$ cat src/rtl/operand_fetch_decode_pkg.sv
// Shared definitions for the decode/operand-fetch stage: opcode constants,
// RV32 instruction field positions and the decoded-field / pipeline-slot types.
package operand_fetch_decode_pkg;

   localparam int XLEN_DEFAULT = 32;
   localparam int NREG_DEFAULT = 32;
   localparam int REG_IDX_W    = 5;

   localparam logic [6:0] OP_RTYPE = 7'b0110011;

   localparam int OPCODE_MSB = 6;
   localparam int OPCODE_LSB = 0;
   localparam int RD_MSB     = 11;
   localparam int RD_LSB     = 7;
   localparam int FUNCT3_MSB = 14;
   localparam int FUNCT3_LSB = 12;
   localparam int RS1_MSB    = 19;
   localparam int RS1_LSB    = 15;
   localparam int RS2_MSB    = 24;
   localparam int RS2_LSB    = 20;
   localparam int FUNCT7_MSB = 31;
   localparam int FUNCT7_LSB = 25;

   typedef struct packed {
      logic [6:0]           opcode;
      logic [6:0]           funct7;
      logic [2:0]           funct3;
      logic [REG_IDX_W-1:0] rs1;
      logic [REG_IDX_W-1:0] rs2;
      logic [REG_IDX_W-1:0] rd;
   } instr_fields_t;

   // Control part of an S1/S2 slot; an all-zero value is a bubble.
   typedef struct packed {
      logic [6:0]           funct7;
      logic [2:0]           funct3;
      logic [REG_IDX_W-1:0] rd;
      logic                 rd_valid;
   } slot_ctrl_t;

   function automatic instr_fields_t decode_fields(input logic [31:0] instr);
      instr_fields_t f;
      f.opcode = instr[OPCODE_MSB:OPCODE_LSB];
      f.funct7 = instr[FUNCT7_MSB:FUNCT7_LSB];
      f.funct3 = instr[FUNCT3_MSB:FUNCT3_LSB];
      f.rs1    = instr[RS1_MSB:RS1_LSB];
      f.rs2    = instr[RS2_MSB:RS2_LSB];
      f.rd     = instr[RD_MSB:RD_LSB];
      return f;
   endfunction

endpackage

$ cat src/rtl/operand_fetch_decode_if.sv
// Instruction handshake plus ALU-facing outputs of the decode stage.
// The stage itself uses the slave modport; upstream/ALU side uses master.
interface operand_fetch_decode_if #(
   parameter int XLEN = operand_fetch_decode_pkg::XLEN_DEFAULT
);
   import operand_fetch_decode_pkg::*;

   logic                 in_valid;
   logic                 in_ready;
   logic [31:0]          INSTR;
   logic [6:0]           OPCODE;
   logic [6:0]           FUNC7;
   logic [2:0]           FUNC3;
   logic [XLEN-1:0]      OP1;
   logic [XLEN-1:0]      OP2;
   logic [REG_IDX_W-1:0] RD;
   logic                 RD_VALID;
   logic                 illegal;

   modport master (
      output in_valid, INSTR,
      input  in_ready, OPCODE, FUNC7, FUNC3, OP1, OP2, RD, RD_VALID, illegal
   );

   modport slave (
      input  in_valid, INSTR,
      output in_ready, OPCODE, FUNC7, FUNC3, OP1, OP2, RD, RD_VALID, illegal
   );

endinterface

$ cat src/rtl/operand_fetch_decode_reg_file.sv
// Integer register file: two combinational read ports with write-first bypass,
// one write port, x0 hardwired to zero, cleared by synchronous reset.
module operand_fetch_decode_reg_file
   import operand_fetch_decode_pkg::*;
#(
   parameter int XLEN = XLEN_DEFAULT,
   parameter int NREG = NREG_DEFAULT
) (
   input  logic                 clk,
   input  logic                 rst,
   input  logic [REG_IDX_W-1:0] rs1_addr,
   input  logic [REG_IDX_W-1:0] rs2_addr,
   output logic [XLEN-1:0]      rs1_data,
   output logic [XLEN-1:0]      rs2_data,
   input  logic                 we,
   input  logic [REG_IDX_W-1:0] wr_addr,
   input  logic [XLEN-1:0]      wr_data
);

   logic [XLEN-1:0] regs [NREG];

   always_ff @(posedge clk) begin
      if (rst) begin
         for (int i = 0; i < NREG; i++) begin
            regs[i] <= '0;
         end
      end else if (we && wr_addr != '0) begin
         regs[wr_addr] <= wr_data;
      end
   end

   // A write landing this cycle is visible to the reader immediately.
   always_comb begin
      rs1_data = regs[rs1_addr];
      if (rs1_addr == '0) begin
         rs1_data = '0;
      end else if (we && wr_addr == rs1_addr) begin
         rs1_data = wr_data;
      end
   end

   always_comb begin
      rs2_data = regs[rs2_addr];
      if (rs2_addr == '0) begin
         rs2_data = '0;
      end else if (we && wr_addr == rs2_addr) begin
         rs2_data = wr_data;
      end
   end

endmodule

$ cat src/rtl/operand_fetch_decode.sv
// Decode and operand-fetch stage ahead of the ALU: busy-bit hazard blocking,
// operand read with writeback bypass, and the one-cycle opcode lead (S1 -> S2).
module operand_fetch_decode
   import operand_fetch_decode_pkg::*;
#(
   parameter int XLEN = XLEN_DEFAULT,
   parameter int NREG = NREG_DEFAULT
) (
   input  logic                 clk,
   input  logic                 rst,
   operand_fetch_decode_if.slave bus,
   input  logic                 flush,
   input  logic                 wb_en,
   input  logic [REG_IDX_W-1:0] wb_rd,
   input  logic [XLEN-1:0]      wb_data
);

   instr_fields_t   f;
   logic            is_rtype;
   logic            in_ready;
   logic            accept;
   logic            issue;
   logic [XLEN-1:0] rs1_data;
   logic [XLEN-1:0] rs2_data;
   logic [NREG-1:0] busy;
   logic [NREG-1:0] busy_clr;
   logic [NREG-1:0] busy_set;
   logic [NREG-1:0] busy_eff;
   logic [6:0]      s1_opcode;
   slot_ctrl_t      s1_ctrl;
   slot_ctrl_t      s2_ctrl;
   logic [XLEN-1:0] s1_op1;
   logic [XLEN-1:0] s1_op2;
   logic [XLEN-1:0] s2_op1;
   logic [XLEN-1:0] s2_op2;
   logic            illegal_q;

   assign f        = decode_fields(bus.INSTR);
   assign is_rtype = (f.opcode == OP_RTYPE);

   always_comb begin
      busy_clr = '0;
      if (wb_en) begin
         busy_clr[wb_rd] = 1'b1;
      end
   end

   // A register whose writeback arrives this cycle no longer blocks issue.
   assign busy_eff = busy & ~busy_clr;
   assign in_ready = ~rst & ~flush & ~busy_eff[f.rs1] & ~busy_eff[f.rs2] & ~busy_eff[f.rd];
   assign accept   = bus.in_valid & in_ready;
   assign issue    = accept & is_rtype;

   always_comb begin
      busy_set = '0;
      if (issue && f.rd != '0) begin
         busy_set[f.rd] = 1'b1;
      end
   end

   always_ff @(posedge clk) begin
      if (rst || flush) begin
         busy <= '0;
      end else begin
         busy <= (busy & ~busy_clr) | busy_set;
      end
   end

   operand_fetch_decode_reg_file #(
      .XLEN (XLEN),
      .NREG (NREG)
   ) u_reg_file (
      .clk      (clk),
      .rst      (rst),
      .rs1_addr (f.rs1),
      .rs2_addr (f.rs2),
      .rs1_data (rs1_data),
      .rs2_data (rs2_data),
      .we       (wb_en),
      .wr_addr  (wb_rd),
      .wr_data  (wb_data)
   );

   // Non-R-type instructions are consumed but leave a bubble; rd_valid marks
   // only slots that actually write a register (x0 is not a real writer).
   always_ff @(posedge clk) begin
      if (rst || flush) begin
         s1_opcode <= '0;
         s1_ctrl   <= '0;
         s1_op1    <= '0;
         s1_op2    <= '0;
         s2_ctrl   <= '0;
         s2_op1    <= '0;
         s2_op2    <= '0;
         illegal_q <= 1'b0;
      end else begin
         s2_ctrl   <= s1_ctrl;
         s2_op1    <= s1_op1;
         s2_op2    <= s1_op2;
         illegal_q <= accept & ~is_rtype;
         if (issue) begin
            s1_opcode        <= f.opcode;
            s1_ctrl.funct7   <= f.funct7;
            s1_ctrl.funct3   <= f.funct3;
            s1_ctrl.rd       <= f.rd;
            s1_ctrl.rd_valid <= (f.rd != '0);
            s1_op1           <= rs1_data;
            s1_op2           <= rs2_data;
         end else begin
            s1_opcode <= '0;
            s1_ctrl   <= '0;
            s1_op1    <= '0;
            s1_op2    <= '0;
         end
      end
   end

   assign bus.in_ready = in_ready;
   assign bus.OPCODE   = s1_opcode;
   assign bus.FUNC7    = s2_ctrl.funct7;
   assign bus.FUNC3    = s2_ctrl.funct3;
   assign bus.OP1      = s2_op1;
   assign bus.OP2      = s2_op2;
   assign bus.RD       = s2_ctrl.rd;
   assign bus.RD_VALID = s2_ctrl.rd_valid;
   assign bus.illegal  = illegal_q;

endmodule

$ cat src/flat_wrapper.sv
// flat-port wrapper written by rule: the top's interface ports become plain ports
module operand_fetch_decode_flat import operand_fetch_decode_pkg::*;
#(
   parameter int XLEN = XLEN_DEFAULT,
   parameter int NREG = NREG_DEFAULT
)
  (clk, rst, flush, wb_en, wb_rd, wb_data, bus_in_valid, bus_INSTR, bus_in_ready, bus_OPCODE, bus_FUNC7, bus_FUNC3, bus_OP1, bus_OP2, bus_RD, bus_RD_VALID, bus_illegal);
  operand_fetch_decode_if #(.XLEN(XLEN)) bus_i ();
  input  logic clk;
  input  logic rst;
  input  logic flush;
  input  logic wb_en;
  input  logic [REG_IDX_W-1:0] wb_rd;
  input  logic [XLEN-1:0] wb_data;
  input wire logic [$bits(bus_i.in_valid)-1:0] bus_in_valid;
  input wire logic [$bits(bus_i.INSTR)-1:0] bus_INSTR;
  output wire logic [$bits(bus_i.in_ready)-1:0] bus_in_ready;
  output wire logic [$bits(bus_i.OPCODE)-1:0] bus_OPCODE;
  output wire logic [$bits(bus_i.FUNC7)-1:0] bus_FUNC7;
  output wire logic [$bits(bus_i.FUNC3)-1:0] bus_FUNC3;
  output wire logic [$bits(bus_i.OP1)-1:0] bus_OP1;
  output wire logic [$bits(bus_i.OP2)-1:0] bus_OP2;
  output wire logic [$bits(bus_i.RD)-1:0] bus_RD;
  output wire logic [$bits(bus_i.RD_VALID)-1:0] bus_RD_VALID;
  output wire logic [$bits(bus_i.illegal)-1:0] bus_illegal;
  assign bus_i.in_valid = bus_in_valid;
  assign bus_i.INSTR = bus_INSTR;
  assign bus_in_ready = bus_i.in_ready;
  assign bus_OPCODE = bus_i.OPCODE;
  assign bus_FUNC7 = bus_i.FUNC7;
  assign bus_FUNC3 = bus_i.FUNC3;
  assign bus_OP1 = bus_i.OP1;
  assign bus_OP2 = bus_i.OP2;
  assign bus_RD = bus_i.RD;
  assign bus_RD_VALID = bus_i.RD_VALID;
  assign bus_illegal = bus_i.illegal;
  operand_fetch_decode #(.XLEN(XLEN), .NREG(NREG)) u_core (.clk(clk), .rst(rst), .bus(bus_i), .flush(flush), .wb_en(wb_en), .wb_rd(wb_rd), .wb_data(wb_data));
endmodule
$ cat config.mk
export PLATFORM = sky130hd
export DESIGN_NAME = operand_fetch_decode_flat
export DESIGN_NICKNAME = d
export VERILOG_FILES = /design/src/rtl/operand_fetch_decode_pkg.sv /design/src/rtl/operand_fetch_decode_if.sv /design/src/rtl/operand_fetch_decode_reg_file.sv /design/src/rtl/operand_fetch_decode.sv /design/src/flat_wrapper.sv
export SDC_FILE = /design/constraint.sdc
export NUM_CORES = 2
export LEC_CHECK = 0
export CORE_AREA = 10 10 364 366
export CTS_BUF_LIST = sky130_fd_sc_hd__clkbuf_16
export CTS_CLUSTER_DIAMETER = 100
export DETAILED_ROUTE_END_ITERATION = 8
export DIE_AREA = 0 0 374 376
export PLACE_DENSITY = 0.68
export SLEW_MARGIN = 10
export SYNTH_ARGS = -nofsm -noshare
export SYNTH_HDL_FRONTEND = slang
export SYNTH_HIERARCHICAL = 1
export SYNTH_SLANG_ARGS = --single-unit
export TNS_END_PERCENT = 100
$ cat constraint.sdc
create_clock -name clk -period 5 [get_ports clk]
set_input_delay 1.25 -clock clk [delete_from_list [all_inputs] [get_ports clk]]
set_output_delay 1.25 -clock clk [all_outputs]
set_load 0.02 [all_outputs]
* Yosys cells after proc, flatten, opt, wreduce, memory -nomap -nowiden *
Memories as Yosys holds them, arrays and structs flattened. A register that Yosys moved wholly into a read port is not among the register bits.
Cells that the tools add are included.

word-level totals
  bits in registers = 136
  memory bits (writable) = 1024
  input port bits = 74
  memories = 1

memories
  memory                  words  width  rd ports  clocked after Yosys merged registers in  wr ports  line                                 RTL
  u_core.u_reg_file.regs  32     32     2         2                                        32        operand_fetch_decode_reg_file.sv:20  logic [XLEN-1:0] regs [NREG];

operators by class
  magnitude comparators = 6
  equality and inequality tests = 1
  mux-type cells = 20
  bitwise logic cells = 17
  reductions and logical operators = 13

operators with widths
  kind                                                                number
  two-way mux 32 bit                                                  3
  AND 32 bit                                                          1
  NOT 32 bit                                                          1
  bitwise OR 32 bit                                                   1
  OR reduction 32 bit                                                 1
  < comparator 5 x 6 -> 1 bit (second input constant)                 4
  binary-select mux 1 bit (select 5 bit)                              3
  two-way mux 1 bit                                                   11
  demux 1 bit (select 5 bit)                                          2
  greater-or-equal comparator 5 x 1 -> 1 bit (second input constant)  2
  logical NOT 5 bit                                                   2
  nonzero test 5 bit                                                  2
  AND 1 bit                                                           7
  == test 7 x 6 -> 1 bit (second input constant)                      1
  NOT 1 bit                                                           7
  OR reduction 3 bit                                                  2
  two-way mux 5 bit                                                   1
  logical AND 1 bit                                                   4
  OR reduction 2 bit                                                  1
  logical OR 1 bit                                                    1

* Depth between registers and ports, before layout *
  depth after elaboration = 18
  depth in mapped cells = 12

* Cells and area by module *
Netlist, hierarchy kept.

modules (own cells, without submodules)
  module                         instances  cells an instance  area an instance (um^2)
  operand_fetch_decode_reg_file  1          3740               54722.5
  operand_fetch_decode           1          794                7400.8

* Least setup slack after synthesis *
OpenSTA, ideal clock, no wires.

  path type = in2out
  start point = input port bus_INSTR[8]
  end point = output port bus_in_ready
  data arrival time = 3.209 ns
  setup slack = 0.541 ns
  cell stages on the path = 10
  buffers on the path = 2
  path through = clkbuf_1 -> clkbuf_1 -> mux2i_1 -> nor3_1 -> a2bb2oi_2 -> nand4_1 -> a2111oi_4 -> and2_1 -> nand2_1 -> inv_1

on the way
  word-level cells in the longest chain between the ends = 4

RTL lines
  element                                  line                        RTL
  from (decl)                              flat_wrapper.sv:16          input wire logic [$bits(bus_i.INSTR)-1:0] bus_INSTR;
  binary-select mux 1 bit (select 5 bit)   operand_fetch_decode.sv:50  assign in_ready = ~rst & ~flush & ~busy_eff[f.rs1] & ~busy_eff[f.rs2] & ~busy_eff[f.rd];
  two-way mux 1 bit (implied by the code)  operand_fetch_decode.sv:50
  NOT 1 bit                                operand_fetch_decode.sv:50
  AND 1 bit                                operand_fetch_decode.sv:50
  to (decl)                                flat_wrapper.sv:17          output wire logic [$bits(bus_i.in_ready)-1:0] bus_in_ready;

Every way passes these cells. The select of a mux whose other input is x is not followed.

* Worst setup path after layout *
  start point = input port wb_rd[1]
  end point = output port bus_in_ready

on the way
  word-level cells in the longest chain between the ends = 13
  elaborated cells on any way between the ends = 20
  those cells by class = 2 x order compare; 9 x mux; 8 x bitwise; 1 x reduce/logical

RTL lines
  element                                                                                                          line                        RTL
  from (decl)                                                                                                      flat_wrapper.sv:13          input logic [REG_IDX_W-1:0] wb_rd;
  < comparator 5 x 6 -> 1 bit (implied by the code) or greater-or-equal comparator 5 x 1 -> 1 bit (tied branches)  operand_fetch_decode.sv:44  busy_clr[wb_rd] = 1'b1;
  logical AND 1 bit (implied by the code)                                                                          operand_fetch_decode.sv:44
  two-way mux 1 bit (implied by the code)                                                                          operand_fetch_decode.sv:44
  demux 1 bit (select 5 bit) *                                                                                     -
  two-way mux 32 bit *                                                                                             operand_fetch_decode.sv:43  if (wb_en) begin
  NOT 32 bit *                                                                                                     operand_fetch_decode.sv:49  assign busy_eff = busy & ~busy_clr;
  AND 32 bit *                                                                                                     operand_fetch_decode.sv:49
  binary-select mux 1 bit (select 5 bit)                                                                           operand_fetch_decode.sv:50
  two-way mux 1 bit (implied by the code)                                                                          operand_fetch_decode.sv:50
  NOT 1 bit                                                                                                        operand_fetch_decode.sv:50
  AND 1 bit (2 in a row)                                                                                           operand_fetch_decode.sv:50
  AND 1 bit *                                                                                                      operand_fetch_decode.sv:50

Every way passes the cells marked *; elsewhere a longest branch is shown, timed or not. The select of a mux whose other input is x is not followed.

==> summary by stage <==
Synth
The async set or reset register ratio after synthesis is 0%. The synthesized design contains 1024 enable-type register cells. The most used flip-flop cell after synthesis is sky130_fd_sc_hd__edfxtp_1.

The netlist uses 80 different library cells. After technology mapping, the gate count stands at 4534. After synthesis the cells add up to a little over 60000 sq um.

A synthesized cell averages roughly 14 sq um. The biggest area contributor in the post-synthesis netlist is sky130_fd_sc_hd__edfxtp_1. The proportion of netlist area held by the largest area contributor is about half. By area the synthesized netlist is led by sky130_fd_sc_hd__edfxtp_1 49%, sky130_fd_sc_hd__mux4_2 14%, sky130_fd_sc_hd__and2_1 11%. Sequential elements use between 50% and 60% of the synthesized area. Counting flops and latches in the post-synthesis netlist gives 1224. The number of warnings printed during yosys synthesis is 6.

Drt
The routed layout has between 40000 and 50000 vias. In the routed design, unresolved DRC markers number 0. The via density per instance is between 6 and 7. The detail route stage leaves a number of antenna-violating nets equal to 0. The average wire per cell in the routed design is about 34 um. The routed design has 221 mm of wire. In this run, the number of DRC markers left after iteration 0 of detailed routing was around 6400. The number of iterations in the first detailed-routing pass is 5.

Finish
Relative to the synthesized area, the layout overhead comes to 15.7%. The fraction of layout cells with a size suffix above 1 is 22.3%. In the layout the commonest cells are 1074 x sky130_fd_sc_hd__and2_1, 1024 x sky130_fd_sc_hd__edfxtp_1, 390 x sky130_fd_sc_hd__mux4_2, 315 x sky130_fd_sc_hd__buf_4, 296 x sky130_fd_sc_hd__mux2i_1. The share of the core filled with cells is a little under three fifths. The number of nets in the layout is 4828. The leading cell type in the layout, fill and taps excluded is sky130_fd_sc_hd__and2_1.

Clock tree
The H-tree depth is 4. The clock sink count is 1224. The root cell of the clock tree is sky130_fd_sc_hd__clkbuf_16.

The total of hold buffers inserted after clock tree synthesis is 0. The clock-pin slew of the registers on the worst-case setup and hold paths is roughly 0.06 ns. The CTS tree is done. The clock passes through at most 3 buffers. Counting the buffers created by CTS gives roughly 140. The later pin in the worst-skew pair is clocked with a latency of ~0.79 ns.

Timing
Setup violations remaining at the end of the flow were counted as 0. Setup repair after global routing left no endpoint under its margin. The number of pins exceeding their max-slew limit in the final report is 0. The final worst-path setup slack is ~0.064 ns. The count of endpoints failing hold in the final timing report is 0. The maximum clock frequency is 203 MHz. The setup clock skew after layout is around 0.031 ns. Counting I/O delays and the setup requirement, the final critical path takes about 4.9 ns.

At the pin with the least slew margin, the transition time is ~1.3 ns. Hold is met by roughly 0.42 ns. The post-route fraction of the period consumed by the critical path is between 90% and 100%. In this run the tightest slew margin relative to its limit is 16.2%.

Critical path
The capturing element type of the critical path is an output port. On the worst path, the slowest cell contributes a delay of about 0.53 ns. The signal on the critical path passes through clkdlybuf4s50_1 > buf_12 > nand2b_1 > buf_4 > o21ai_0 > mux4_2 > a211o_4 > and2_4 > nand2_4 > inv_2 > buf_6.

STA classifies the critical path startpoint as an input port. The critical path is of the input port to output port type. The slowest stage of the critical path is the sky130_fd_sc_hd__mux4_2 cell. The signal arrival time at the worst endpoint is around 3.7 ns. For the worst setup path, the data required time is about 3.8 ns.

The cell family contributing the most delay on the critical path is buffers and inverters. Counting both buffers and inverters, the worst setup path holds a total of 5. The maximum fanout count along the critical path is 15.

Global route
The via count of the first global-routing pass was between 40000 and 50000. The total overflow left after global routing is 0. The initial antenna violation count is 26. Entering global routing, the biggest net connects 94 pins. The first global-routing pass estimated slightly above 300 mm of wire. For this run, the total global-route usage over all layers was measured as 30.7%.

Floorplan
The core region is around 130000 sq um. After floorplanning, the core was divided into 130 placement rows. Measured along the y axis, the die boundary spans about 380 um. The die is between 300 and 400 um wide.

The floorplan step defined a die boundary enclosing about 140000 sq um. Pin placement for this block handled ~160 I/O pins. The initial standard-cell utilization of the core is between 40% and 50%.

Power
The power density over cell area is around 340 nW/um^2. The cell leakage power is roughly 26 nW. Across the VDD grid, the largest voltage drop is 0.377 mV.

Run
The count of maximum capacitance violations is 0.

Run status
The run finished with clean final reports.

Placement
After legalization and detailed placement, the total HPWL measured between 100 and 150 mm. Routability-driven placement finished with a final weighted congestion of about 0.9. The number of I/O port buffers is roughly 160.

Prior to clock tree synthesis, the placed netlist has a worst setup slack of -0.687 ns.

Hold path
The class of the tightest hold or removal check is flip-flop to flip-flop.
-- registers in the layout, summed over array words and instances (netlist names), 3 cells and up --
name                    flops
u_core/bus.OPCODE           7
u_core/s1_ctrl             16
u_core/bus.FUNC7            7
u_core/u_reg_file/regs   1024
u_core/bus.OP1             32
u_core/bus.OP2             32
u_core/bus.FUNC3            3
u_core/s1_op2              32
u_core/bus.RD               5
u_core/s1_op1              32
u_core/busy                32
-- synthesized netlist by cell type, drive strengths merged (14+ instances only) --
| cell | instances |
|---|---|
| and2 | 1078 |
| edfxtp | 1024 |
| mux4 | 390 |
| clkbuf | 339 |
| mux2i | 296 |
| dfxtp | 200 |
| nor2 | 141 |
| a22oi | 133 |
| buf | 128 |
| inv | 93 |
| a21oi | 88 |
| nand2 | 64 |
| a22o | 56 |
| o221ai | 44 |
| o22ai | 42 |
| nand3 | 41 |
| or2 | 35 |
| o21ai | 32 |
| a2111oi | 30 |
| o32ai | 20 |
| nor3 | 18 |
| o221a | 18 |
| o31ai | 18 |
| o211ai | 16 |
| xnor2 | 15 |
| nor2b | 14 |
-- final cells by class --
cell class | instances | area, sq um
multi-input cells | 2783 | 25600
clock inverters | 100 | 679
inverters | 93 | 349
flip-flops and latches | 1224 | 34800
fillers | 9908 | 53200
repair buffers | 516 | 4790
clock buffers | 144 | 3600
well taps | 1650 | 2060
diodes | 4 | 10.0
-- repair_timing --
| item | 4_1_cts | 5_1_grt |
|---|---|---|
| setup buffers | 8 | 4 |
| resized for setup | 27 | 20 |
| endpoints found under the setup margin | 1 | 1 |
| pin swaps | 11 | 13 |
-- final timing paths --
kind / end / cells past startpoint / slack, ns / startpoint
worst min register to register: u_core/bus.OP1[30]$_SDFF_PP0_ / 1 / 0.42 / u_core/s1_op1[30]$_SDFF_PP0_
worst max-delay path: bus_in_ready / 11 / 0.06 / wb_rd[1]
worst min-delay path: u_core/bus.OP1[30]$_SDFF_PP0_ / 1 / 0.42 / u_core/s1_op1[30]$_SDFF_PP0_
worst max register to register: u_core/s1_op1[24]$_SDFF_PP0_ / 11 / 1.82 / u_core/busy[25]$_SDFF_PP0_
-- worst reg2reg max path: stages, from the launching register on --
cell	delay, ns
sky130_fd_sc_hd__dfxtp_1	0.38
sky130_fd_sc_hd__mux4_2	0.48
sky130_fd_sc_hd__a21boi_1	0.15
sky130_fd_sc_hd__a311oi_1	0.22
sky130_fd_sc_hd__o311ai_1	0.19
sky130_fd_sc_hd__a2111oi_4	0.31
sky130_fd_sc_hd__and4_4	0.32
sky130_fd_sc_hd__buf_4	0.16
sky130_fd_sc_hd__nand4_4	0.13
sky130_fd_sc_hd__buf_12	0.23
sky130_fd_sc_hd__nor2_1	0.31
sky130_fd_sc_hd__buf_4	0.23
-- per-layer routing --
| metal | routed length, um | global-route usage (%) | vias up | share of wire [%] |
|---|---|---|---|---|
| met5 | 81 | 0 | - | 0.037 |
| met1 | 81500 | 40.7 | 21784 | 37 |
| li1 | - | - | 17534 | - |
| met2 | 98600 | 46.9 | 3384 | 45 |
| met3 | 30900 | 9.24 | 640 | 14 |
| met4 | 10300 | 13.2 | 14 | 4.6 |
-- power breakdown --
group          switching (mW)  total, mW  internal (mW)
logic                    1.66       2.80           1.15
clock network            4.23       9.75           5.53
registers               0.233       11.7           11.5
total                    6.11       24.3           18.2
-- metrics by stage --
step	setup TNS, ns	area (sq um)	cells	power [mW]
floorplan	0	62200	4567	13.5
global placement	-0.634	67300	6254	14.6
detailed placement	-0.687	67300	6254	14.7
CTS	0	71700	6506	24.3
global route	0	71900	6510	24.9
finish	0	71900	6514	24.3
-- kinds of logic (layout without fill, tap and decap cells) --
| family | after synthesis | count (layout) | synth area share, % |
|---|---|---|---|
| xor gates and xnor gates | 15 | 15 | 0.211 |
| and+or+nand+nor | 1448 | 1448 | 13.8 |
| buffers and inverters | 560 | 853 | 3.75 |
| other | 2 | 39 | 0.0121 |
| AOI/OAI and AO/OA | 591 | 591 | 7.21 |
| DFF | 1224 | 1224 | 55.9 |
| muxes | 694 | 694 | 19.1 |
Note: power is estimated with default switching activity, not from simulation.
